[src/rtl/lfsr_run_ctrl.sv]
// lfsr_run_ctrl: sequencer for the LFSR datapath.
// A run goes clear -> seed load -> run_len enabled steps -> signature capture,
// then a one-cycle done pulse. Either side may abort with stop.
// Optional build macro: LFSR_SIG_CHECK_EN adds an expected-signature compare
// (exp_sig in, pass/fail out). Without it the comparator and its register are absent.
//
// state      | meaning
// -----------+------------------------------------------------------------
// ST_IDLE    | waiting for start; done pulses here for one cycle after a run
// ST_CLR     | one cycle, lfsr_rst high, run counter cleared
// ST_LOAD    | one cycle, lfsr_load high, run length latched
// ST_RUN     | lfsr_en high, one LFSR step per cycle until run length reached
// ST_DONE    | one cycle, LFSR value after the last step captured as signature

module lfsr_run_ctrl #(
  parameter int WIDTH = 16,
  parameter int CNT_W = 16
) (
  input  logic             clk,
  input  logic             reset,
  input  logic             start,
  input  logic             stop,
  input  logic [CNT_W-1:0] run_len,
  input  logic [WIDTH-1:0] lfsr_q,
`ifdef LFSR_SIG_CHECK_EN
  input  logic [WIDTH-1:0] exp_sig,
  output logic             pass,
  output logic             fail,
`endif
  output logic             lfsr_rst,
  output logic             lfsr_load,
  output logic             lfsr_en,
  output logic             busy,
  output logic             done,
  output logic [CNT_W-1:0] count,
  output logic [WIDTH-1:0] sig
);

  typedef enum logic [2:0] {
    ST_IDLE = 3'd0,
    ST_CLR  = 3'd1,
    ST_LOAD = 3'd2,
    ST_RUN  = 3'd3,
    ST_DONE = 3'd4
  } state_t;

  state_t           state_q, state_d;
  logic [CNT_W-1:0] count_q, count_d;
  logic [CNT_W-1:0] len_q,   len_d;
  logic [WIDTH-1:0] sig_q,   sig_d;
  logic             done_q,  done_d;

  // Strobes are registered from the next state so each output comes straight
  // off a flop and cannot glitch while the encoded state changes.
  logic             rst_q,  load_q, en_q, busy_q;

  // Last enable cycle of the run: the edge that ends it moves to DONE.
  logic             last_step;
  assign last_step = (count_q == (len_q - CNT_W'(1)));

  // Next-state and datapath-register update.
  always_comb begin
    state_d = state_q;
    count_d = count_q;
    len_d   = len_q;
    sig_d   = sig_q;
    done_d  = 1'b0;

    unique case (state_q)
      ST_IDLE: begin
        // start wins over stop here; stop has no meaning while idle
        if (start) state_d = ST_CLR;
      end

      ST_CLR: begin
        if (stop) begin
          state_d = ST_IDLE;
        end else begin
          count_d = '0;
          state_d = ST_LOAD;
        end
      end

      ST_LOAD: begin
        len_d = run_len;
        if (stop)              state_d = ST_IDLE;
        else if (run_len != '0) state_d = ST_RUN;
        else                   state_d = ST_DONE;
      end

      ST_RUN: begin
        // lfsr_en is high this cycle whether or not we abort, so the step is
        // counted either way; count tracks enables actually issued.
        if (count_q != '1) count_d = count_q + CNT_W'(1);
        if (stop)           state_d = ST_IDLE;
        else if (last_step) state_d = ST_DONE;
      end

      ST_DONE: begin
        state_d = ST_IDLE;
        if (!stop) begin
          sig_d  = lfsr_q;
          done_d = 1'b1;
        end
      end

      default: begin
        state_d = ST_IDLE;
      end
    endcase
  end

  // State, counters, signature and registered strobes.
  always_ff @(posedge clk or negedge reset) begin
    if (!reset) begin
      state_q <= ST_IDLE;
      count_q <= '0;
      len_q   <= '0;
      sig_q   <= '0;
      done_q  <= 1'b0;
      rst_q   <= 1'b0;
      load_q  <= 1'b0;
      en_q    <= 1'b0;
      busy_q  <= 1'b0;
    end else begin
      state_q <= state_d;
      count_q <= count_d;
      len_q   <= len_d;
      sig_q   <= sig_d;
      done_q  <= done_d;
      rst_q   <= (state_d == ST_CLR);
      load_q  <= (state_d == ST_LOAD);
      en_q    <= (state_d == ST_RUN);
      busy_q  <= (state_d != ST_IDLE);
    end
  end

  assign lfsr_rst  = rst_q;
  assign lfsr_load = load_q;
  assign lfsr_en   = en_q;
  assign busy      = busy_q;
  assign done      = done_q;
  assign count     = count_q;
  assign sig       = sig_q;

`ifdef LFSR_SIG_CHECK_EN
  logic [WIDTH-1:0] exp_q, exp_d;
  logic             pass_q, pass_d;
  logic             fail_q, fail_d;

  // Expected value is taken with the run length; the verdict is cleared at
  // the start of every run so an aborted run reports neither pass nor fail.
  always_comb begin
    exp_d  = exp_q;
    pass_d = pass_q;
    fail_d = fail_q;
    unique case (state_q)
      ST_CLR: begin
        pass_d = 1'b0;
        fail_d = 1'b0;
      end
      ST_LOAD: begin
        exp_d = exp_sig;
      end
      ST_DONE: begin
        if (!stop) begin
          pass_d = (lfsr_q == exp_q);
          fail_d = (lfsr_q != exp_q);
        end
      end
      default: begin
      end
    endcase
  end

  // Signature-check registers.
  always_ff @(posedge clk or negedge reset) begin
    if (!reset) begin
      exp_q  <= '0;
      pass_q <= 1'b0;
      fail_q <= 1'b0;
    end else begin
      exp_q  <= exp_d;
      pass_q <= pass_d;
      fail_q <= fail_d;
    end
  end

  assign pass = pass_q;
  assign fail = fail_q;
`endif

endmodule

[config.mk]
export PLATFORM = sky130hd
export DESIGN_NAME = lfsr_run_ctrl
export DESIGN_NICKNAME = d
export VERILOG_FILES = /design/src/rtl/lfsr_run_ctrl.sv
export SDC_FILE = /design/constraint.sdc
export NUM_CORES = 1
export LEC_CHECK = 0
export ABC_CLOCK_PERIOD_IN_PS = 3100
export CAP_MARGIN = 10
export CELL_PAD_IN_SITES_DETAIL_PLACEMENT = 1
export CELL_PAD_IN_SITES_GLOBAL_PLACEMENT = 1
export CORE_MARGIN = 3
export CORE_UTILIZATION = 38
export CTS_CLUSTER_DIAMETER = 50
export DETAILED_ROUTE_END_ITERATION = 6
export PLACE_DENSITY = 0.85
export SYNTH_ARGS = -nofsm -noshare
export SYNTH_HDL_FRONTEND = slang
export SYNTH_SLANG_ARGS = --single-unit
[constraint.sdc]
create_clock -name clk -period 3.1 [get_ports clk]
set_clock_uncertainty 0.1 [all_clocks]
set_input_delay 0.62 -clock clk [delete_from_list [all_inputs] [get_ports clk]]
set_output_delay 0.62 -clock clk [all_outputs]
set_load 0.01 [all_outputs]
---- Yosys cells after proc, flatten, opt, wreduce, memory -nomap -nowiden ----
Cells that the tools add are included.
storage, ports and cells
  input port bits ......................... 36
  RAM bits ................................ 0
  register bits after elaboration ......... 56
  memories ................................ 0
  logic and storage cells ................. 41
  output and inout port bits .............. 37
  ROM bits ................................ 0
  bits in latches ......................... 0
cells by class
  muxes and demuxes ....................... 12
  shift operators ......................... 0
  reductions and logical operators ........ 6
  bitwise gates (word level) .............. 1
  $lt $le $gt $ge ......................... 0
  equal/unequal tests ..................... 11
  add/sub/neg operators ................... 2
  $mul .................................... 0
  div/mod/pow operators ................... 0
operators with widths
  operator                 count
  $mux W16                 2
  $pmux W16 S2             1
  $add A16 B1 Y16 const B  1
  $eq A16 B16 Y1           1
  $ne A16 B16 Y1 const B   1
  $reduce_bool A16 Y1      1
  $sub A16 B1 Y16 const B  1
  $mux W3                  5
  $eq A3 B2 Y1 const B     4
  $pmux W3 S4              1
  $eq A3 B1 Y1 const B     2
  $ne A2 B2 Y1 const B     2
  $eq A3 B3 Y1 const B     1
  $logic_not A3 Y1         1
  $reduce_and A3 Y1        1
  $reduce_bool A3 Y1       1
  $mux W1                  2
  $mux W2                  1
  $reduce_and A2 Y1        1
  $reduce_bool A2 Y1       1
  $not A1 Y1               1

---- Logic depth before layout (Yosys ltp) ----
  depth in word-level cells ............... 6
  mapped depth ............................ 8
  gate-level depth less buffers ........... 8

---- Worst setup path before layout ----
OpenSTA, ideal clock, no wires.
  path kind ............................... register -> register
  start point ............................. register len_q[6]
  end point ............................... register state_q[1]
  data required time ...................... 2.870 ns
  buffers on the path ..................... 1
  setup slack ............................. 0.354 ns
  library setup time ...................... 0.130 ns
  cell stages (with the launch flop) ...... 8
  clock period less this slack ............ 2.746 ns
  arrival ................................. 2.516 ns
  cells stage by stage .................... dfrtp_1 buf_6 or4_4 or4_4 a2111oi_4 nand4_2 o41ai_1 a21oi_1
on the way
  word-level cells in the longest chain between the ends .. 5
RTL lines
  element                 RTL line  text
  from (decl)             49        logic [CNT_W-1:0] len_q, len_d;
  from (signal assigned)  128       len_q <= len_d;
  $sub A16 B1 Y16         59        assign last_step = (count_q == (len_q - CNT_W'(1)));
  $eq A16 B16 Y1          59
  $mux W3                 96        else if (last_step) state_d = ST_DONE;
  $mux W3                 95        if (stop) state_d = ST_IDLE;
  $pmux W3 S4             69        unique case (state_q)
  via state_d[1]          47        state_t state_q, state_d;
  to (signal assigned)    126       state_q <= state_d;
  to (decl)               47
The timed path passes the listed nets, and every way through them passes these cells.
A chain may end at the register's enable or synchronous reset.

---- Worst setup path in the final report ----
  start point ............................. register len_q[0]
  end point ............................... register en_q (netlist: lfsr_en)
on the way
  word-level cells in the longest chain between the ends .. 6
RTL lines
  element               RTL line  text
  $sub A16 B1 Y16       59
  $eq A16 B16 Y1        59
  $mux W3               96
  $mux W3               95
  $pmux W3 S4           69
  $eq A3 B2 Y1          133       en_q <= (state_d == ST_RUN);
  to (signal assigned)  133
  to (decl)             55        logic rst_q, load_q, en_q, busy_q;
Every way passes these cells.

==> flow_summary_export.csv <==
group,metric,value,unit
routing,vias,2567,
global_routing,use_met3,6.63,%
setup_path,timing.rr.start,"len_q[0]",
setup_path,cp-endpoint,"lfsr_en",
worst_hold_path,hold_class,"in -> async",
global_routing,grt_use_met1,25.4,%
place,gp_congestion,0.869,
setup_path,crit_slowest_cell,"or4_4",
synthesis,syn-instance-count,285,
cts,cts_tree,"done",
cts,cts_buffer_depth,2,
die,dieHeight,95.4,um
cts,clockRootBuffer,"clkbuf_8",
cts,cts_buffers,5,
routing,drt_wl_total,8860,um
routing,final_antenna_net_count,0,
place,io_buffers,72,
die,die_area,0.00910,mm^2
global_routing,grt_max_degree,39,
synthesis,syn_area,0.00304,mm^2
routing,detail_route.vias_per_cell,5.57,
global_routing,grt_busiest_layer,"met2",
cts,htree_levels,2,
synthesis,synth_cell_types,55,
setup_path,arrival,3.06,ns
cts,clock_latency,0.32,ns
setup_path,critPathMaxStageDelay,0.50,ns
setup_path,path_max_fanout,5,
synthesis,yosysWarnings,0,
layout,diodes,0,
outcome,outcome,"finished clean",
layout,drive_above_1_share,16.3,%
setup_path,cp-start-kind,"register",
layout,final_util,53.5,%
synthesis,async_reset_ff_share,100,%
cts,clk_pin_slew,0.11,ns
global_routing,use_met2,37.0,%
place,dp_hpwl,6670,um
global_routing,grt_antenna_before_repair,0,
setup_path,end_kind,"register",
global_routing,grt_pass1_vias,2929,
timing,setup_viol,0,
timing,finalHoldViolCount,0,
setup_path,worst-r2r-cell-count,8,
die,placementRows,31,
timing,fmax,338,MHz
timing,slew_viol_final,0,
timing,relSlewSlack,36.4,%
layout,syn2layout_area_growth,32.0,%
die,initial_core_util,40.5,%
routing,dr.pass1.iters,4,
synthesis,synth_edf_count,0,
setup_path,timing.rr.end,"lfsr_en",
layout,layout.nets,399,
routing,drt_drc_violations_left,0,
pwr,power.total,2.55,mW
synthesis,syn-num-nets,323,
global_routing,overflow,0,
die,core_area,0.00749,mm^2
setup_path,crit_start,"len_q[0]",
die,ioPinCount,73,
pwr,powerDensity,637,mW/mm^2
setup_path,rrSetupSlack,0.14,ns
setup_path,path_class,"reg -> reg",
layout,fillCellCount,832,
setup_path,crit_chain,"inv_1 -> ha_2 -> or3b_4 -> or4_4 -> a2111oi_4 -> nand4_2 -> o311ai_4 -> o21ai_1",
timing,worstMarginPinSlew,0.948,ns
pwr,max-vdd-ir-drop,0.000245,V
global_routing,grt_pass1_wl,14900,um
pwr,p_leak,1.59,nW
global_routing,track_usage,21.2,%
synthesis,seq_area_frac_synth,46.2,%
synthesis,synth_area_per_cell,10.7,um^2
timing,fin_crit,2.96,ns
die,die_w,95.4,um
setup_path,crit_required,3.20,ns
job,drv_cap,0,
cts,clkSinkCount,56,
synthesis,ys.flop_type,"dfrtp_1",
cts,cts_setup_buffers,0,
timing,whs,0.298,ns
routing,wl_per_cell,19.2,um
timing,period_share,95.5,%
synthesis,synth_seq_cells,56,
routing,drt_iter0_markers,131,
==> repair_timing <==
| action | CTS | global route |
|---|---|---|
| setup endpoints to repair | 0 | 3 |
| resized for setup | 0 | 4 |
| hold buffers | 0 | 0 |
==> per-stage QoR <==
step / TNS (ns) / area, um^2 / std cells / worst slack (ns)
after floorplan: 0 / 3040 / 285 / 0.354
after global placement: 0 / 3880 / 453 / 0.134
after detailed placement: 0 / 3880 / 453 / 0.0400
after CTS: 0 / 3980 / 461 / 0.0628
after global routing: -0.000810 / 4010 / 461 / -0.000810
final: 0 / 4010 / 461 / 0.138
==> layout make-up <==
class | instances | area, um^2 | share of cell area [%]
Multi-Input combinational cell | 206 | 1560 | 38.9
Sequential cell | 56 | 1400 | 35.0
Timing Repair Buffer | 81 | 783 | 19.6
Tap cell | 99 | 124 | 3.09
Clock buffer | 5 | 68.8 | 1.72
Inverter | 11 | 41.3 | 1.03
Clock inverter | 3 | 27.5 | 0.687
==> logic make-up after synthesis <==
kind of cell	Yosys count	synth area share (%)
and+or+nand+nor	103	19.7
AOI/OAI and AO/OA	46	10.8
adders and majority gates	2	0.824
muxes	30	11.1
DFF	56	46.2
xor gates and xnor gates	25	7.67
buffers and inverters	23	3.71
==> cell usage in the layout, fill, tap and decap left out, types with 9 or more instances in the layout <==
| cell type | count |
|---|---|
| nor2_1 | 20 |
| dfrtp_1 | 56 |
| xnor2_1 | 18 |
| clkdlybuf4s50_1 | 71 |
| nor4_1 | 12 |
| buf_4 | 9 |
| inv_1 | 11 |
| nand2_1 | 13 |
| o21ai_0 | 10 |
| nand3_1 | 9 |
| mux2_2 | 29 |
==> metal layers <==
layer  part of all wire (%)  wire, um  vias to the layer above
met5                      0         0                        -
met4                    1.5       136                        0
met3                    6.1       537                       13
met2                     51      4500                       75
li1                       -         -                     1198
met1                     42      3680                     1281
==> how the worst min path moves through the flow <==
stage	slack [ns]	end	startpoint	cells after the start
finish	0.30	lfsr_load	reset	1
global route	0.35	sig[4]	reset	1
CTS	0.32	sig[4]	reset	1
detailed placement	0.40	sig[3]	sig[3]	1
global placement	0.39	sig[14]	sig[14]	1
floorplan	0.22	busy	reset	0
==> registers in the layout, indices dropped and copies added (netlist names) <==
signal and cells:
busy 1, count 16, done 1, len_q 16
lfsr_en 1, lfsr_load 1, lfsr_rst 1, sig 16
state_q 3
==> Yosys cell counts (2+ instances only) <==
library cell | count | area [um^2]
o22ai_1 | 2 | 12.5
nor2_1 | 20 | 75.1
a31oi_1 | 4 | 25.0
or3_1 | 3 | 18.8
xnor2_1 | 18 | 158
and2_1 | 3 | 18.8
o21ai_0 | 10 | 50.1
nand4_1 | 5 | 31.3
o31ai_1 | 3 | 22.5
a21oi_1 | 6 | 30.0
inv_1 | 11 | 41.3
xor2_1 | 6 | 52.6
a211oi_1 | 3 | 22.5
nand3_1 | 9 | 45.0
and3_1 | 2 | 12.5
or4_4 | 2 | 22.5
and4_1 | 3 | 26.3
ha_1 | 2 | 25.0
nand2_1 | 13 | 48.8
a2111oi_0 | 3 | 26.3
nor3b_1 | 3 | 22.5
nor3_1 | 8 | 40.0
mux2_2 | 29 | 327
dfrtp_1 | 56 | 1400
buf_6 | 2 | 22.5
o41ai_1 | 2 | 17.5
nor4b_1 | 4 | 35.0
clkbuf_1 | 6 | 22.5
nand3b_1 | 2 | 15.0
nand2b_1 | 4 | 25.0
o31a_1 | 2 | 17.5
nor4_1 | 12 | 75.1
buf_4 | 3 | 22.5
o21a_1 | 3 | 22.5
==> worst max-delay path: cells and delay by family (launching register included) <==
family / cells / cell delay, ns
AND/OR/NAND/NOR: 3 / 1.12
AO/OA/AOI/OAI: 3 / 0.84
flip-flops: 1 / 0.45
adder cells (fa/ha/maj): 1 / 0.22
buffers and inverters: 1 / 0.10
==> report_power, final <==
group	leakage, nW	switching, mW	total [mW]	internal (mW)
sequential	0.742	0.225	1.10	0.873
clock	0.0463	0.269	0.436	0.167
combinational	0.803	0.521	1.02	0.498
total	1.59	1.01	2.55	1.54
Power figures use the tool's default switching activity.
